File: src/rtl/inst_encoder.sv
// Sequential MIPS32 encoder: abstract op requests -> 32-bit instruction words with byte addresses.
// Latency: a request accepted on edge N is presented on out_inst/out_addr from edge N+1.
// Backpressure: req_ready drops while the output word is stalled, during an LI second word, or on restart.
module inst_encoder #(
  parameter logic [31:0] BASE_ADDR = 32'hBFC0_0000,
  parameter int          CNT_W     = 16
) (
  input  logic             clk,
  input  logic             rst,
  input  logic             restart,
  input  logic             req_valid,
  output logic             req_ready,
  input  logic [4:0]       req_op,
  input  logic [4:0]       req_rs,
  input  logic [4:0]       req_rt,
  input  logic [4:0]       req_rd,
  input  logic [4:0]       req_sa,
  input  logic [31:0]      req_imm,
  output logic             out_valid,
  input  logic             out_ready,
  output logic [31:0]      out_inst,
  output logic [31:0]      out_addr,
  output logic [CNT_W-1:0] word_count,
  output logic             err
);

  // Operation indices accepted on req_op.
  localparam logic [4:0] OP_NOP     = 5'd0;
  localparam logic [4:0] OP_ADDU    = 5'd1;
  localparam logic [4:0] OP_SUBU    = 5'd2;
  localparam logic [4:0] OP_AND     = 5'd3;
  localparam logic [4:0] OP_OR      = 5'd4;
  localparam logic [4:0] OP_XOR     = 5'd5;
  localparam logic [4:0] OP_NOR     = 5'd6;
  localparam logic [4:0] OP_SLT     = 5'd7;
  localparam logic [4:0] OP_SLTU    = 5'd8;
  localparam logic [4:0] OP_SLL     = 5'd9;
  localparam logic [4:0] OP_SRL     = 5'd10;
  localparam logic [4:0] OP_SRA     = 5'd11;
  localparam logic [4:0] OP_JR      = 5'd12;
  localparam logic [4:0] OP_JALR    = 5'd13;
  localparam logic [4:0] OP_SYSCALL = 5'd14;
  localparam logic [4:0] OP_BREAK   = 5'd15;
  localparam logic [4:0] OP_ADDIU   = 5'd16;
  localparam logic [4:0] OP_ANDI    = 5'd17;
  localparam logic [4:0] OP_ORI     = 5'd18;
  localparam logic [4:0] OP_XORI    = 5'd19;
  localparam logic [4:0] OP_LUI     = 5'd20;
  localparam logic [4:0] OP_SLTI    = 5'd21;
  localparam logic [4:0] OP_LW      = 5'd22;
  localparam logic [4:0] OP_SW      = 5'd23;
  localparam logic [4:0] OP_BEQ     = 5'd24;
  localparam logic [4:0] OP_BNE     = 5'd25;
  localparam logic [4:0] OP_J       = 5'd26;
  localparam logic [4:0] OP_JAL     = 5'd27;
  localparam logic [4:0] OP_LI      = 5'd28;
  localparam logic [4:0] OP_MFC0    = 5'd29;
  localparam logic [4:0] OP_MTC0    = 5'd30;
  localparam logic [4:0] OP_ERET    = 5'd31;

  // MIPS32 primary opcodes.
  localparam logic [5:0] OPC_SPECIAL = 6'h00;
  localparam logic [5:0] OPC_J       = 6'h02;
  localparam logic [5:0] OPC_JAL     = 6'h03;
  localparam logic [5:0] OPC_BEQ     = 6'h04;
  localparam logic [5:0] OPC_BNE     = 6'h05;
  localparam logic [5:0] OPC_ADDIU   = 6'h09;
  localparam logic [5:0] OPC_SLTI    = 6'h0A;
  localparam logic [5:0] OPC_ANDI    = 6'h0C;
  localparam logic [5:0] OPC_ORI     = 6'h0D;
  localparam logic [5:0] OPC_XORI    = 6'h0E;
  localparam logic [5:0] OPC_LUI     = 6'h0F;
  localparam logic [5:0] OPC_COP0    = 6'h10;
  localparam logic [5:0] OPC_LW      = 6'h23;
  localparam logic [5:0] OPC_SW      = 6'h2B;

  // SPECIAL function codes.
  localparam logic [5:0] FN_SLL     = 6'h00;
  localparam logic [5:0] FN_SRL     = 6'h02;
  localparam logic [5:0] FN_SRA     = 6'h03;
  localparam logic [5:0] FN_JR      = 6'h08;
  localparam logic [5:0] FN_JALR    = 6'h09;
  localparam logic [5:0] FN_SYSCALL = 6'h0C;
  localparam logic [5:0] FN_BREAK   = 6'h0D;
  localparam logic [5:0] FN_ADDU    = 6'h21;
  localparam logic [5:0] FN_SUBU    = 6'h23;
  localparam logic [5:0] FN_AND     = 6'h24;
  localparam logic [5:0] FN_OR      = 6'h25;
  localparam logic [5:0] FN_XOR     = 6'h26;
  localparam logic [5:0] FN_NOR     = 6'h27;
  localparam logic [5:0] FN_SLT     = 6'h2A;
  localparam logic [5:0] FN_SLTU    = 6'h2B;

  localparam logic [31:0] ERET_WORD = 32'h4200_0018;

  // Two-state FSM: SECOND means the ORI half of an LI is still owed.
  localparam logic [0:0] ST_IDLE   = 1'b0;
  localparam logic [0:0] ST_SECOND = 1'b1;

  logic [0:0]  state;
  logic [31:0] next_addr;
  logic [4:0]  hold_rt;
  logic [15:0] hold_lo;

  logic        can_load;
  logic        load_first;
  logic        load_second;

  logic [31:0] pc_plus4;
  logic [31:0] br_diff;
  logic [31:0] br_off;
  logic        br_in_range;
  logic        tgt_misaligned;
  logic        br_bad;
  logic        jmp_bad;
  logic [15:0] imm_hi;
  logic [15:0] imm_lo;

  logic [31:0] enc_inst;
  logic        enc_err;
  logic        enc_two;
  logic [31:0] second_inst;

  // The output register may take a new word when it is empty or being drained this cycle.
  assign can_load    = !out_valid || out_ready;
  assign req_ready   = !restart && (state == ST_IDLE) && can_load;
  assign load_first  = req_valid && req_ready;
  assign load_second = !restart && (state == ST_SECOND) && can_load;

  // PC-relative arithmetic is done against next_addr, the address this word will occupy.
  assign pc_plus4       = next_addr + 32'd4;
  assign br_diff        = req_imm - pc_plus4;
  assign br_off         = {{2{br_diff[31]}}, br_diff[31:2]};
  assign br_in_range    = (&br_off[31:15]) || !(|br_off[31:15]);
  assign tgt_misaligned = |req_imm[1:0];
  assign br_bad         = tgt_misaligned || !br_in_range;
  assign jmp_bad        = tgt_misaligned || (req_imm[31:28] != pc_plus4[31:28]);
  assign imm_hi         = req_imm[31:16];
  assign imm_lo         = req_imm[15:0];

  // Second half of a two-word LI: ORI rt,rt,lo from the held fields.
  assign second_inst = {OPC_ORI, hold_rt, hold_rt, hold_lo};

  // Encode the first (or only) word of the current request; unused fields stay zero.
  always_comb begin
    enc_inst = 32'h0000_0000;
    enc_err  = 1'b0;
    enc_two  = 1'b0;
    case (req_op)
      OP_NOP:     enc_inst = 32'h0000_0000;
      OP_ADDU:    enc_inst = {OPC_SPECIAL, req_rs, req_rt, req_rd, 5'd0, FN_ADDU};
      OP_SUBU:    enc_inst = {OPC_SPECIAL, req_rs, req_rt, req_rd, 5'd0, FN_SUBU};
      OP_AND:     enc_inst = {OPC_SPECIAL, req_rs, req_rt, req_rd, 5'd0, FN_AND};
      OP_OR:      enc_inst = {OPC_SPECIAL, req_rs, req_rt, req_rd, 5'd0, FN_OR};
      OP_XOR:     enc_inst = {OPC_SPECIAL, req_rs, req_rt, req_rd, 5'd0, FN_XOR};
      OP_NOR:     enc_inst = {OPC_SPECIAL, req_rs, req_rt, req_rd, 5'd0, FN_NOR};
      OP_SLT:     enc_inst = {OPC_SPECIAL, req_rs, req_rt, req_rd, 5'd0, FN_SLT};
      OP_SLTU:    enc_inst = {OPC_SPECIAL, req_rs, req_rt, req_rd, 5'd0, FN_SLTU};
      OP_SLL:     enc_inst = {OPC_SPECIAL, 5'd0, req_rt, req_rd, req_sa, FN_SLL};
      OP_SRL:     enc_inst = {OPC_SPECIAL, 5'd0, req_rt, req_rd, req_sa, FN_SRL};
      OP_SRA:     enc_inst = {OPC_SPECIAL, 5'd0, req_rt, req_rd, req_sa, FN_SRA};
      OP_JR:      enc_inst = {OPC_SPECIAL, req_rs, 15'd0, FN_JR};
      OP_JALR:    enc_inst = {OPC_SPECIAL, req_rs, 5'd0, req_rd, 5'd0, FN_JALR};
      OP_SYSCALL: enc_inst = {OPC_SPECIAL, req_imm[19:0], FN_SYSCALL};
      OP_BREAK:   enc_inst = {OPC_SPECIAL, req_imm[19:0], FN_BREAK};
      OP_ADDIU:   enc_inst = {OPC_ADDIU, req_rs, req_rt, imm_lo};
      OP_ANDI:    enc_inst = {OPC_ANDI, req_rs, req_rt, imm_lo};
      OP_ORI:     enc_inst = {OPC_ORI, req_rs, req_rt, imm_lo};
      OP_XORI:    enc_inst = {OPC_XORI, req_rs, req_rt, imm_lo};
      OP_LUI:     enc_inst = {OPC_LUI, 5'd0, req_rt, imm_lo};
      OP_SLTI:    enc_inst = {OPC_SLTI, req_rs, req_rt, imm_lo};
      OP_LW:      enc_inst = {OPC_LW, req_rs, req_rt, imm_lo};
      OP_SW:      enc_inst = {OPC_SW, req_rs, req_rt, imm_lo};
      OP_BEQ: begin
        enc_inst = {OPC_BEQ, req_rs, req_rt, br_off[15:0]};
        enc_err  = br_bad;
      end
      OP_BNE: begin
        enc_inst = {OPC_BNE, req_rs, req_rt, br_off[15:0]};
        enc_err  = br_bad;
      end
      OP_J: begin
        enc_inst = {OPC_J, req_imm[27:2]};
        enc_err  = jmp_bad;
      end
      OP_JAL: begin
        enc_inst = {OPC_JAL, req_imm[27:2]};
        enc_err  = jmp_bad;
      end
      OP_LI: begin
        // Small values need only ORI from $0; otherwise LUI first, ORI only if lo is nonzero.
        if (imm_hi == 16'h0000) begin
          enc_inst = {OPC_ORI, 5'd0, req_rt, imm_lo};
        end else begin
          enc_inst = {OPC_LUI, 5'd0, req_rt, imm_hi};
          enc_two  = (imm_lo != 16'h0000);
        end
      end
      OP_MFC0:    enc_inst = {OPC_COP0, 5'b00000, req_rt, req_rd, 8'd0, 3'd0};
      OP_MTC0:    enc_inst = {OPC_COP0, 5'b00100, req_rt, req_rd, 8'd0, 3'd0};
      OP_ERET:    enc_inst = ERET_WORD;
      default:    enc_inst = 32'h0000_0000;
    endcase
  end

  // FSM: enter SECOND only after the LUI of a two-word LI; restart abandons the pending ORI.
  always_ff @(posedge clk) begin
    if (rst) begin
      state <= ST_IDLE;
    end else if (restart) begin
      state <= ST_IDLE;
    end else if (load_first) begin
      state <= enc_two ? ST_SECOND : ST_IDLE;
    end else if (load_second) begin
      state <= ST_IDLE;
    end
  end

  // Capture rt and lo of a two-word LI for the following ORI.
  always_ff @(posedge clk) begin
    if (rst) begin
      hold_rt <= 5'd0;
      hold_lo <= 16'h0000;
    end else if (load_first) begin
      hold_rt <= req_rt;
      hold_lo <= imm_lo;
    end
  end

  // Output register and address counter advance together on every word load.
  always_ff @(posedge clk) begin
    if (rst) begin
      out_valid <= 1'b0;
      out_inst  <= 32'h0000_0000;
      out_addr  <= BASE_ADDR;
      next_addr <= BASE_ADDR;
    end else if (restart) begin
      out_valid <= 1'b0;
      next_addr <= BASE_ADDR;
    end else if (load_first) begin
      out_valid <= 1'b1;
      out_inst  <= enc_inst;
      out_addr  <= next_addr;
      next_addr <= next_addr + 32'd4;
    end else if (load_second) begin
      out_valid <= 1'b1;
      out_inst  <= second_inst;
      out_addr  <= next_addr;
      next_addr <= next_addr + 32'd4;
    end else if (out_ready) begin
      out_valid <= 1'b0;
    end
  end

  // Sticky error: rises together with the offending word on the output register.
  always_ff @(posedge clk) begin
    if (rst || restart) begin
      err <= 1'b0;
    end else if (load_first && enc_err) begin
      err <= 1'b1;
    end
  end

  // Count words handed to the consumer; wraps naturally at CNT_W bits.
  always_ff @(posedge clk) begin
    if (rst || restart) begin
      word_count <= '0;
    end else if (out_valid && out_ready) begin
      word_count <= word_count + CNT_W'(1);
    end
  end

endmodule

File: config.mk
export PLATFORM = sky130hd
export DESIGN_NAME = inst_encoder
export DESIGN_NICKNAME = d
export VERILOG_FILES = /design/src/rtl/inst_encoder.sv
export SDC_FILE = /design/constraint.sdc
export NUM_CORES = 1
export LEC_CHECK = 0
export CAP_MARGIN = 0
export CORE_MARGIN = 2
export CORE_UTILIZATION = 49
export DETAILED_ROUTE_END_ITERATION = 6
export GPL_TIMING_DRIVEN = 0
export PLACE_DENSITY = 0.81
export RECOVER_POWER = 25
export SLEW_MARGIN = 40
export SYNTH_ARGS = -nofsm -noshare
export SYNTH_HDL_FRONTEND = slang
export SYNTH_SLANG_ARGS = --single-unit
File: constraint.sdc
create_clock -name clk -period 4.39 [get_ports clk]
set_input_delay 1.317 -clock clk [delete_from_list [all_inputs] [get_ports clk]]
set_output_delay 1.317 -clock clk [all_outputs]
set_load 0.05 [all_outputs]
==> impl_metrics.toml <==
[synthesis]
synth_edf_count = 0
yosys_register_bits = 132
synth-main-ff-cell = "dfxtp_1"
synthArstFlopShare_pct = 0
syn_avg_cell_area_um2 = 7.496
yosysWarningCount = 0
synth_cell_types = 80
synth_seq_area_share_pct = 31.20
synthesis.area_um2 = 8471
postSynthCellCount = 1130

[global_route]
track_usage_pct = 32.82
antenna_found_initial = 0
grt_max_degree = 17
overflow = 0
grt_first_pass_wirelength_um = 46370
grt_pass1_vias = 8439

[setup_path]
crit_path_frequent_cell = "a21o_1"
crit_required_ps = 4700
worstSetupPathType = "reg2reg"
cp_max_fo = 8
cp.arrival_ps = 4750
crit_chain = "buf_6, and4_4, nand4_1, nor2_4, and3_4, and3_4, xnor2_2, ha_1, a21o_1, a21o_1, a21o_1, a21oi_4, nor2b_1, a21oi_1, inv_1, a31oi_1, o31ai_2, or4_1, o311ai_1, nand3_1"
slowest_stage = "or4_1"
start_kind = "register"
end_kind = "register"
cpPeakStageDelay_ps = 530

[sta]
final-hold-violation-count = 0
slew_violations = 0
worst_slew_pin_slew_ps = 895.3
worst_slack_ps = -44.23
period_minus_slack_ps = 4434
maxSlewHeadroom_pct = 40.09
hold-worst-slack_ps = 449.7
fin_crit_sh_pct = 101.0
setup_viol = 1
fmax_mhz = 225.5
rsz0062_at_grt = "yes"
finClkSkew_ps = 12.42

[outcome]
violations = "design-rule violations, negative setup slack"
status = "finished with violations"

[clocking]
clkSinkCount = 132
clock_latency_ps = 430
numCtsBuffers = 17
clkTransAtPathRegs_ps = 70
cts_hold_buf = 0
cts_root_buf = "clkbuf_16"
cts_buffer_depth = 2
cts_tree = "done"
htreeDepth = 4

[power_and_ir_drop]
p_leak_nw = 4.068
vdd_ir_drop_max_v = 0.0002749
p_per_area_nw_per_um2 = 310.7

[floorplan]
start_util_pct = 49.49
core_area_um2 = 17120
die-area_um2 = 18350
fp.dieW_um = 135.5
io_pins = 145
rows = 48
die_y_um = 135.5

[cells_and_area]
finalNetCount = 1385
post-route-util_pct = 65.29
layout_common_cells = "nand2_1, nor2_1, dfxtp_1, a21oi_1, clkdlybuf4s50_1"
antenna_cells = 0
drive_gt1_share_pct = 10.76
mostFrequentLayoutCell = "nand2_1"
area_growth_syn_to_layout_pct = 31.92

[route]
wl_um = 30970
dr.pass1.iters = 7
drt_iter0_drc = 1226
vias_per_cell = 6.066
wl_per_cell_um = 20.16
ant_nets = 0
route.detailed.drc = 14
num_vias = 9318

[min_path]
hold_path_class = "reg2reg"

[place]
globalplace.congestion = 1.009
dp_hpwl_um = 22200
port_buffers = 135
preCtsSetupSlack_ps = -1221

[run]
drv_cap = 0
-- synth_stat cells (16+ instances only) --
library cell / instances / area [um^2]
nor2_1: 135 / 506.7
clkbuf_1: 68 / 255.2
nand3_1: 33 / 165.2
xor2_1: 45 / 394.1
and3_1: 16 / 100.1
a222oi_1: 17 / 170.2
inv_1: 18 / 67.56
ha_1: 23 / 287.8
o21ai_0: 48 / 240.2
nor3_1: 18 / 90.09
nand2_1: 195 / 732.0
a21oi_1: 105 / 525.5
dfxtp_1: 132 / 2643
xnor2_1: 46 / 402.9
-- critical path, delay by kind of cell, from the launching register on --
kind	cells	cell delay, ps
AND/OR/NAND/NOR	8	1880
XOR/XNOR	1	80
adder cells (fa/ha/maj)	1	350
flip-flops	1	330
buffers and inverters	2	210
AO/OA/AOI/OAI	8	1450
-- sequential cells by signal, summed over array words and instances (netlist names) --
register,count
word_count,16
next_addr,30
out_valid,1
out_addr,30
hold_rt,5
hold_lo,16
out_inst,32
err,1
state,1
-- what timing repair did --
item,4_1_cts,5_1_grt
buffers inserted,3,14
pin swaps,10,18
gates cloned,0,0
resized for setup,62,45
setup endpoints to repair,3,1
-- metal layers --
layer  share of wire, %  routed length (um)  track usage (%)  up-vias
li1                   -                   -                -     4323
met1                 41               12670            42.34     4392
met2                 46               14340            53.24      497
met3                7.9                2447            5.649      106
met4                4.9                1513            16.09        0
met5                  0                   0                0        -
-- worst paths after layout --
kind | from | end | slack, ps | depth (start not counted)
worst min register to register | out_addr[3]$_SDFFE_PP0P_ | out_addr[3]$_SDFFE_PP0P_ | 450 | 2
worst max register to register | next_addr[11]$_SDFFE_PP0N_ | err$_SDFFE_PP0P_ | -40 | 20
worst max-delay path | next_addr[11]$_SDFFE_PP0N_ | err$_SDFFE_PP0P_ | -40 | 20
worst min-delay path | out_addr[3]$_SDFFE_PP0P_ | out_addr[3]$_SDFFE_PP0P_ | 450 | 2
-- metrics by stage --
step	total power (W)	instances	TNS, ps	area [um^2]
finish	0.003472	1536	-44.23	11170
detailed placement	0.001871	1491	-3550	10120
global route	0.003557	1536	-257.7	11170
CTS	0.003442	1523	-136.9	10880
global placement	0.001866	1491	-2871	10110
floorplan	0.001640	1131	-120.5	8482
-- cells by family (layout without fill, tap and decap cells) --
group / Yosys count / after routing / synth area share, %
AO/OA/AOI/OAI: 273 / 273 / 21.67
XOR/XNOR: 96 / 96 / 10.44
adder cells (fa/ha/maj): 32 / 32 / 4.623
buffers and inverters: 106 / 286 / 5.391
flip-flops: 132 / 132 / 31.20
multiplexers: 5 / 5 / 0.5909
other: 1 / 2 / 0.04427
AND/OR/NAND/NOR: 485 / 485 / 26.04
-- cell type report --
class | instances | area [um^2]
multi-input combinational | 893 | 5672
clock buffer | 24 | 501.7
buffer | 85 | 387.9
tap | 225 | 281.5
clock inverter | 7 | 142.6
inverter | 18 | 67.56
fill | 1498 | 5942
timing repair buffer | 152 | 1468
sequential | 132 | 2654
-- power breakdown --
part           internal (W)  total, W  switching [W]
registers           0.00123   0.00125      0.0000152
logic              0.000224  0.000634       0.000410
clock network       0.00103   0.00159       0.000567
No activity file was read; power rests on OpenSTA's default activity.
